### src/rtl/tagged_register_file.sv
// Register file for the dispatch stage. Each register has a value, a busy bit and an owner tag.
// Optional macro RF_BYPASS_EN forwards writes from the same edge to the registered read ports.
module tagged_register_file #(
    parameter int NUM_REGS     = 16,
    parameter int DATA_W       = 16,
    parameter int TAG_W        = 4,
    parameter int READ_PORTS   = 8,
    parameter int ALLOC_PORTS  = 4,
    parameter int RETIRE_PORTS = 4,
    localparam int AW          = $clog2(NUM_REGS)
) (
    input  logic                           clk,
    input  logic                           rst,
    input  logic                           flush,
    input  logic [READ_PORTS*AW-1:0]       rd_addr_flat,
    output logic [READ_PORTS*DATA_W-1:0]   rd_value_flat,
    output logic [READ_PORTS-1:0]          rd_busy_flat,
    output logic [READ_PORTS*TAG_W-1:0]    rd_owner_flat,
    input  logic [ALLOC_PORTS-1:0]         alloc_en_flat,
    input  logic [ALLOC_PORTS*AW-1:0]      alloc_reg_flat,
    input  logic [ALLOC_PORTS*TAG_W-1:0]   alloc_tag_flat,
    input  logic [RETIRE_PORTS-1:0]        ret_en_flat,
    input  logic [RETIRE_PORTS*AW-1:0]     ret_reg_flat,
    input  logic [RETIRE_PORTS*DATA_W-1:0] ret_data_flat,
    input  logic [RETIRE_PORTS*TAG_W-1:0]  ret_tag_flat
);

    localparam int DEPTH = 1 << AW;

    logic [DATA_W-1:0] val_q  [DEPTH];
    logic [DEPTH-1:0]  busy_q;
    logic [TAG_W-1:0]  own_q  [DEPTH];
    logic [DATA_W-1:0] val_n  [DEPTH];
    logic [DEPTH-1:0]  busy_n;
    logic [TAG_W-1:0]  own_n  [DEPTH];
    logic [DATA_W-1:0] src_val [DEPTH];
    logic [DEPTH-1:0]  src_busy;
    logic [TAG_W-1:0]  src_own [DEPTH];
    logic [DEPTH-1:0]  reg_ok;

    logic [AW-1:0]     rd_addr   [READ_PORTS];
    logic [DATA_W-1:0] rd_value_q [READ_PORTS];
    logic [READ_PORTS-1:0] rd_busy_q;
    logic [TAG_W-1:0]  rd_owner_q [READ_PORTS];

    logic [ALLOC_PORTS-1:0]  alloc_en;
    logic [AW-1:0]           alloc_reg [ALLOC_PORTS];
    logic [TAG_W-1:0]        alloc_tag [ALLOC_PORTS];
    logic [RETIRE_PORTS-1:0] ret_en;
    logic [AW-1:0]           ret_reg  [RETIRE_PORTS];
    logic [DATA_W-1:0]       ret_data [RETIRE_PORTS];
    logic [TAG_W-1:0]        ret_tag  [RETIRE_PORTS];

    // Addresses past NUM_REGS map onto storage that is never written, so it reads as zero.
    for (genvar g = 0; g < DEPTH; g++) begin : g_ok
        assign reg_ok[g] = (g < NUM_REGS);
    end

    for (genvar g = 0; g < READ_PORTS; g++) begin : g_rd
        assign rd_addr[g] = rd_addr_flat[(READ_PORTS-1-g)*AW +: AW];
        assign rd_value_flat[(READ_PORTS-1-g)*DATA_W +: DATA_W] = rd_value_q[g];
        assign rd_busy_flat[READ_PORTS-1-g] = rd_busy_q[g];
        assign rd_owner_flat[(READ_PORTS-1-g)*TAG_W +: TAG_W] = rd_owner_q[g];
    end

    for (genvar g = 0; g < ALLOC_PORTS; g++) begin : g_alloc
        assign alloc_en[g]  = alloc_en_flat[ALLOC_PORTS-1-g];
        assign alloc_reg[g] = alloc_reg_flat[(ALLOC_PORTS-1-g)*AW +: AW];
        assign alloc_tag[g] = alloc_tag_flat[(ALLOC_PORTS-1-g)*TAG_W +: TAG_W];
    end

    for (genvar g = 0; g < RETIRE_PORTS; g++) begin : g_ret
        assign ret_en[g]   = ret_en_flat[RETIRE_PORTS-1-g];
        assign ret_reg[g]  = ret_reg_flat[(RETIRE_PORTS-1-g)*AW +: AW];
        assign ret_data[g] = ret_data_flat[(RETIRE_PORTS-1-g)*DATA_W +: DATA_W];
        assign ret_tag[g]  = ret_tag_flat[(RETIRE_PORTS-1-g)*TAG_W +: TAG_W];
    end

    // Ascending port order makes the highest port win; allocation runs after retirement so it
    // overrides a busy clear on the same register.
    always_comb begin
        val_n  = val_q;
        busy_n = busy_q;
        own_n  = own_q;
        for (int i = 0; i < RETIRE_PORTS; i++) begin
            if (ret_en[i] && reg_ok[ret_reg[i]]) begin
                val_n[ret_reg[i]] = ret_data[i];
                if (own_q[ret_reg[i]] == ret_tag[i]) begin
                    busy_n[ret_reg[i]] = 1'b0;
                end
            end
        end
        if (flush) begin
            busy_n = '0;
        end else begin
            for (int j = 0; j < ALLOC_PORTS; j++) begin
                if (alloc_en[j] && reg_ok[alloc_reg[j]]) begin
                    busy_n[alloc_reg[j]] = 1'b1;
                    own_n[alloc_reg[j]]  = alloc_tag[j];
                end
            end
        end
    end

    always_comb begin
`ifdef RF_BYPASS_EN
        src_val  = val_n;
        src_busy = busy_n;
        src_own  = own_n;
`else
        src_val  = val_q;
        src_busy = busy_q;
        src_own  = own_q;
`endif
    end

    always_ff @(posedge clk or posedge rst) begin
        if (rst) begin
            for (int r = 0; r < DEPTH; r++) begin
                val_q[r] <= '0;
                own_q[r] <= '0;
            end
            busy_q <= '0;
        end else begin
            val_q  <= val_n;
            busy_q <= busy_n;
            own_q  <= own_n;
        end
    end

    always_ff @(posedge clk or posedge rst) begin
        if (rst) begin
            for (int k = 0; k < READ_PORTS; k++) begin
                rd_value_q[k] <= '0;
                rd_owner_q[k] <= '0;
            end
            rd_busy_q <= '0;
        end else begin
            for (int k = 0; k < READ_PORTS; k++) begin
                if (reg_ok[rd_addr[k]]) begin
                    rd_value_q[k] <= src_val[rd_addr[k]];
                    rd_busy_q[k]  <= src_busy[rd_addr[k]];
                    rd_owner_q[k] <= src_own[rd_addr[k]];
                end else begin
                    rd_value_q[k] <= '0;
                    rd_busy_q[k]  <= 1'b0;
                    rd_owner_q[k] <= '0;
                end
            end
        end
    end

endmodule

### config.mk
export PLATFORM = sky130hd
export DESIGN_NAME = tagged_register_file
export DESIGN_NICKNAME = d
export VERILOG_FILES = /design/src/rtl/tagged_register_file.sv
export SDC_FILE = /design/constraint.sdc
export NUM_CORES = 2
export LEC_CHECK = 0
export CAP_MARGIN = 5
export CELL_PAD_IN_SITES_DETAIL_PLACEMENT = 1
export CELL_PAD_IN_SITES_GLOBAL_PLACEMENT = 2
export CORE_MARGIN = 2
export CORE_UTILIZATION = 40
export DETAILED_ROUTE_END_ITERATION = 10
export PLACE_DENSITY = 0.91
export SLEW_MARGIN = 40
export SYNTH_ARGS = -nofsm -noshare
export SYNTH_HDL_FRONTEND = slang
export SYNTH_SLANG_ARGS = --single-unit
export TNS_END_PERCENT = 30
### constraint.sdc
create_clock -name clk -period 47.3 [get_ports clk]
set_clock_uncertainty 0.05 [all_clocks]
set_input_delay 11.825 -clock clk [delete_from_list [all_inputs] [get_ports clk]]
set_output_delay 11.825 -clock clk [all_outputs]
set_load 0.005 [all_outputs]
After elaboration in Yosys (flattened, before gate mapping)
Memories as Yosys holds them, arrays and structs flattened.
Index checks and enable logic that the tools add are counted.
{"block": "word_totals", "out_inout_bits": 168, "mem_bits_ro": 256, "input_bits": 171, "elab_cells": 353, "mem_count": 16, "ff_bits": 504}
{"block": "classes", "muxes": 183, "n_reduce_logical": 24, "n_lt_le_gt_ge": 48, "bitwise_logic": 28, "eq_ne": 4}
{"name": "(no name shown)", "words": 16, "width": 1, "read_ports": 1, "rd_clocked_by_memory_dff": 0, "write_ports": 0, "line_no": "140", "rtl": "if (reg_ok[rd_addr[k]]) begin"}
{"name": "(no name shown)", "words": 16, "width": 1, "read_ports": 1, "rd_clocked_by_memory_dff": 0, "write_ports": 0, "line_no": "140"}
{"name": "(no name shown)", "words": 16, "width": 1, "read_ports": 1, "rd_clocked_by_memory_dff": 0, "write_ports": 0, "line_no": "140"}
{"name": "(no name shown)", "words": 16, "width": 1, "read_ports": 1, "rd_clocked_by_memory_dff": 0, "write_ports": 0, "line_no": "140"}
{"name": "(no name shown)", "words": 16, "width": 1, "read_ports": 1, "rd_clocked_by_memory_dff": 0, "write_ports": 0, "line_no": "140"}
{"name": "(no name shown)", "words": 16, "width": 1, "read_ports": 1, "rd_clocked_by_memory_dff": 0, "write_ports": 0, "line_no": "140"}
{"name": "+10 memories"}
{"op": "$bwmux 256", "n": 4}
{"op": "$mux 256", "n": 4}
{"op": "$mux 16", "n": 44}
{"op": "$bmux 16 s4", "n": 8}
{"op": "$mux 64", "n": 7}
{"op": "$bwmux 64", "n": 4}
{"op": "$demux 16 s4", "n": 4}
{"op": "$bmux 4 s4", "n": 12}
{"op": "$mux 4", "n": 36}
{"op": "$ge 5x5->1 const B", "n": 16}
{"op": "$lt 4x5->1 const B", "n": 16}
{"op": "$not 4->5", "n": 16}
{"op": "$and 16x16->16", "n": 4}
{"op": "$demux 4 s4", "n": 4}
{"op": "$not 16->16", "n": 4}
{"op": "$or 16x16->16", "n": 4}
{"op": "$lt 5x1->1 const B", "n": 8}
{"op": "$mux 1", "n": 40}
{"op": "$bmux 1 s4", "n": 8}
{"op": "$demux 1 s4", "n": 8}
{"op": "$ge 4x1->1 const B", "n": 8}
{"op": "$logic_and 1x1->1", "n": 24}
{"op": "$eq 4x4->1", "n": 4}

Depth between registers and ports, before layout
{"block": "depth", "depth_word": 29, "mapped_depth": 11, "ltp_nobuf": 7}

Least setup slack after synthesis
OpenSTA, ideal clock, no wires.
{"block": "synth_timing", "path_kind": "input port to flip-flop", "startpoint": "in ret_reg_flat[5]", "endpoint": "reg busy_q[8]", "arrival_time_ns": 14.147, "cell_stages": 10, "slack_ns": 32.982, "path_buffers": 3, "required_time_ns": 47.129, "setup_ns": 0.121, "path_cell_list": "clkbuf_1 buf_2 mux4_2 mux2i_1 mux2i_1 xor2_1 nor4_2 clkbuf_1 nand2_1 a41o_1"}
{"block": "synth_via", "elab_chain_len": 23, "word_cells_on_any_way": 32, "classes_between": "order compare (2); eq/ne (1); mux (18); bitwise (8); reduce/logical (2); memory (1)"}
{"element": "start: declaration", "line_no": "23", "rtl": "input logic [RETIRE_PORTS*AW-1:0] ret_reg_flat,"}
{"element": "$lt 4x5->1 (not written as such) or $ge 4x1->1 (tied branches)", "line_no": "89", "rtl": "busy_n[ret_reg[i]] = 1'b0;"}
{"element": "$logic_and 1x1->1 (not written as such)", "line_no": "89"}
{"element": "$mux 1 (not written as such)", "line_no": "89"}
{"element": "$demux 1 s4", "line_no": "89"}
{"element": "$not 16->16 (no line)"}
{"element": "$and 16x16->16 (no line)"}
{"element": "$mux 16", "line_no": "88", "rtl": "if (own_q[ret_reg[i]] == ret_tag[i]) begin"}
{"element": "$mux 16 (*)", "line_no": "86", "rtl": "if (ret_en[i] && reg_ok[ret_reg[i]]) begin"}
{"element": "[8 not listed]"}
{"element": "$mux 16 (*)", "line_no": "93", "rtl": "if (flush) begin"}
{"element": "$or 16x16->16 (no line)"}
{"element": "$mux 16 (*)", "line_no": "97", "rtl": "if (alloc_en[j] && reg_ok[alloc_reg[j]]) begin"}
{"element": "$mux 16 (*)", "line_no": "93"}
{"element": "$or 16x16->16 (no line)"}
{"element": "$mux 16 (*)", "line_no": "97"}
{"element": "$mux 16 (*)", "line_no": "93"}
{"element": "via busy_n[8]", "line_no": "34", "rtl": "logic [DEPTH-1:0] busy_n;"}
{"element": "end signal: assignment", "line_no": "126", "rtl": "busy_q <= busy_n;"}
{"element": "end: declaration", "line_no": "31", "rtl": "logic [DEPTH-1:0] busy_q;"}
The timed path passes the listed nets; every way through them passes the cells marked *. The select of a mux whose other input is x is not followed.
A chain may end at the register's enable or synchronous reset.

Worst setup path in the final report
{"block": "layout_timing", "startpoint": "in ret_reg_flat[2]", "endpoint": "reg busy_q[4]"}
{"block": "layout_via", "elab_chain_len": 20, "word_cells_on_any_way": 29, "classes_between": "order compare (2); eq/ne (1); mux (16); bitwise (7); reduce/logical (2); memory (1)"}
{"element": "$lt 4x5->1 (not written as such) or $ge 4x1->1 (tied branches)", "line_no": "89"}
{"element": "$logic_and 1x1->1 (not written as such)", "line_no": "89"}
{"element": "$mux 1 (not written as such)", "line_no": "89"}
{"element": "$demux 1 s4", "line_no": "89"}
{"element": "$not 16->16 (no line)"}
{"element": "$and 16x16->16 (no line)"}
{"element": "$mux 16", "line_no": "88"}
{"element": "$mux 16 (*)", "line_no": "86"}
{"element": "[5 not listed]"}
{"element": "$mux 16 (*)", "line_no": "93"}
{"element": "$or 16x16->16 (no line)"}
{"element": "$mux 16 (*)", "line_no": "97"}
{"element": "$mux 16 (*)", "line_no": "93"}
{"element": "$or 16x16->16 (no line)"}
{"element": "$mux 16 (*)", "line_no": "97"}
{"element": "$mux 16 (*)", "line_no": "93"}
{"element": "via busy_n[4]", "line_no": "34"}
Marks and branches as above.

==> results.ini <==
[status]
outcome=finished with violations
violations=DRC

[cts]
clock_path_buffers=3
clkTransAtPathRegs_ps=60
insertion_delay_ps=750
cts_tree=yes
numClockSinks=504
cts_hold_buf=0
cts_buffers=59
cts_root_buf=clkbuf_16
cts_setup_buffers=0
cts_resized=0
cts_max_level=2

[detailed_routing]
drt_first_iter_violations=8270
drt_wl_total_um=257500
vias=48333
drc=2
ant_nets=0
vias_per_cell=7.965
dr.pass1.iters=11
routedWlPerCell_um=42.44

[timing]
finalCriticalPeriod_ps=14860
tightestPinTransition_ps=976.9
slew_headroom_pct=34.67
fmax_ghz=0.06731
finalHoldViolations=0
drv_slew=0
holdWs_ps=655.2
fin_setup_tns_ps=0
rsz0062_at_grt=false
setup_violations=0
finalCritPeriodShare_pct=31.41

[pwr]
combPwrFrac_pct=40.8
p_seq_share_pct=36.6
ir_drop_mv=0.03609
power_density_nw_per_um2=41.22
p_leak_nw=20.77
power.total_mw=2.321
p_sw_uw=930.3
swShare_pct=40.08
power.internal_mw=1.391
p_clk_share_pct=22.6

[synthesis]
synth_ff_type=dfrtp_1
syn_inst=4448
synth_nets=4619
async_flop_share_pct=100.0
syn-cell-area_um2=49720
yosysTopAreaCell=mux4_2
avgSynthCellArea_um2=11.18
ys_ff_latch=504
synth.top_cell.area_share_pct=40.77
synth_warnings=0
ys_top_cells_by_area=mux4_2, dfrtp_1, mux2i_1
ys_types=51
synth_edf_count=0
ys_seq_area_share_pct=25.37

[worst_setup_path]
cp_cell_sequence=clkdlybuf4s50_1 -> mux4_2 -> mux4_2 -> xor2_1 -> nor4_4 -> buf_4 -> a222oi_1 -> a41o_1
cpMostUsedCell=mux4_2
cp-end-kind=register
crit_type=in -> reg
slowest_stage=clkdlybuf4s50_1
worstSetupStartpointType=primary input
crit_family=buffers and inverters
worstPathArrival_ps=15380
cp_max_fo=14
path_buf_inv=2
crit_path_max_incr_delay_ps=960
cp.required_ps=47830

[die]
die_area_um2=127100
io_pins=339
die_w_um=356.6
placementRows=129
core_um2=123500
initial_core_util_pct=40.27
fp.dieH_um=356.6

[layout]
seq_area_um2=12610
final_common_cell=mux4_2
multi_input_area_um2=34890
layout-drive-gt1-share_pct=28.84
final_cell_mix=mux4_2, dfrtp_1, nand2_1, mux2i_1, nor2_1
n_fill_cell=12972
syn_to_final_growth_pct=13.26
finalNetCount=4529

[hold_path]
hold_class=reg -> reg

[placement]
place_congestion=0.9999
place_hpwl_um=167700
numPortBuffers=338

[global_route]
grt_max_degree=141
grt.total_usage_pct=39.96
grt-ovfl-total=0
grt_pass1_wl_um=365100
antenna_found_initial=53
grt_pass1_vias=48818

[job]
cap_violations=0

state kept, by name, indices dropped and copies added, names as in the netlist:
name / cells
own_q: 64
rd_value_flat: 128
busy_q: 16
src_val: 256
rd_owner_flat: 32
rd_busy_q: 8
area by class of cell:
type | count | share of cell area, %
diodes | 27 | 0.1200
clock buffers | 73 | 2.822
clock inverters | 34 | 0.9443
inverters | 27 | 0.1933
multi-input cells | 3296 | 61.95
flip-flops and latches | 504 | 22.40
well taps | 1637 | 3.637
repair buffers | 470 | 7.928
path summary, 6_finish.rpt:
kind | from | end | slack (ps) | cells after the start
worst max-delay path | ret_reg_flat[2] | busy_q[4] | 32440 | 8
min in group asynchronous | rst | rd_value_flat[8] | 11460 | 2
worst max register to register | own_q[19] | busy_q[4] | 43760 | 7
max in group asynchronous | rst | own_q[1] | 33800 | 5
worst min register to register | own_q[62] | own_q[62] | 660 | 1
worst min-delay path | own_q[62] | own_q[62] | 660 | 1
layer usage:
metal	vias to the layer above	global-route usage [%]	part of all wire [%]
li1	17417	-	-
met1	24184	47.12	32
met2	5218	54.92	41
met3	1450	23.36	19
met4	64	25.92	8.2
met5	-	0.6296	0.20
power by group through the flow:
stage	logic, mW	clock network [mW]	registers (mW)
floorplan	0.625	0	0.666
global placement	0.872	0	0.788
detailed placement	0.913	0	0.817
CTS	0.920	0.525	0.811
global route	0.985	0.539	0.840
finish	0.947	0.525	0.849
logic make-up (layout without fill, tap and decap cells):
kind of cell              count (synthesis)  in the layout  synth area share, %
AOI/OAI and AO/OA                      1030           1030                12.62
xor gates and xnor gates                 15             15               0.2642
buffers and inverters                   648            604                5.056
DFF                                     504            504                25.37
muxes                                  1283           1283                48.50
other                                     0             27                    0
and+or+nand+nor                         968            968                8.194
synth_stat cells, types with 3 or more instances:
cell      count
and3b_1       4
a21o_1       22
nor3_1       18
o211ai_1     12
nand3_1      59
a211o_1      28
mux2i_1     375
a31oi_1      11
nor4_1        3
nor4b_1       7
nor2_2       10
or3b_1        3
a311oi_1      8
mux2_2        8
inv_1        25
o21ai_0     189
mux4_2      900
or3b_2        3
xor2_1       12
a211oi_1    273
buf_4         4
or3_1        10
buf_2        41
xnor2_1       3
nor3b_1       4
a41o_1       16
nor2b_1      11
nand2b_1     18
a222oi_1     16
nand3b_1     10
or2_2         4
a22oi_1       3
and3_1        3
dfrtp_1     504
a41oi_1       7
nand2_1     403
clkbuf_1    426
nor2_1      389
o21ai_1     114
a21oi_1     328
buf_1       148
per-stage QoR:
step           std cells  worst slack [ps]  area, um^2  util [%]
3_3_place_gp        5915             31690       53730     43.52
4_1_cts             6036             32490       56120     45.45
5_1_grt             6048             32320       56260     45.57
3_5_place_dp        5929             31770       54000     43.73
2_1_floorplan       4448             21350       49720         -
6_report            6068             32440       56310     45.61
Note: power is estimated with default switching activity, not from simulation.
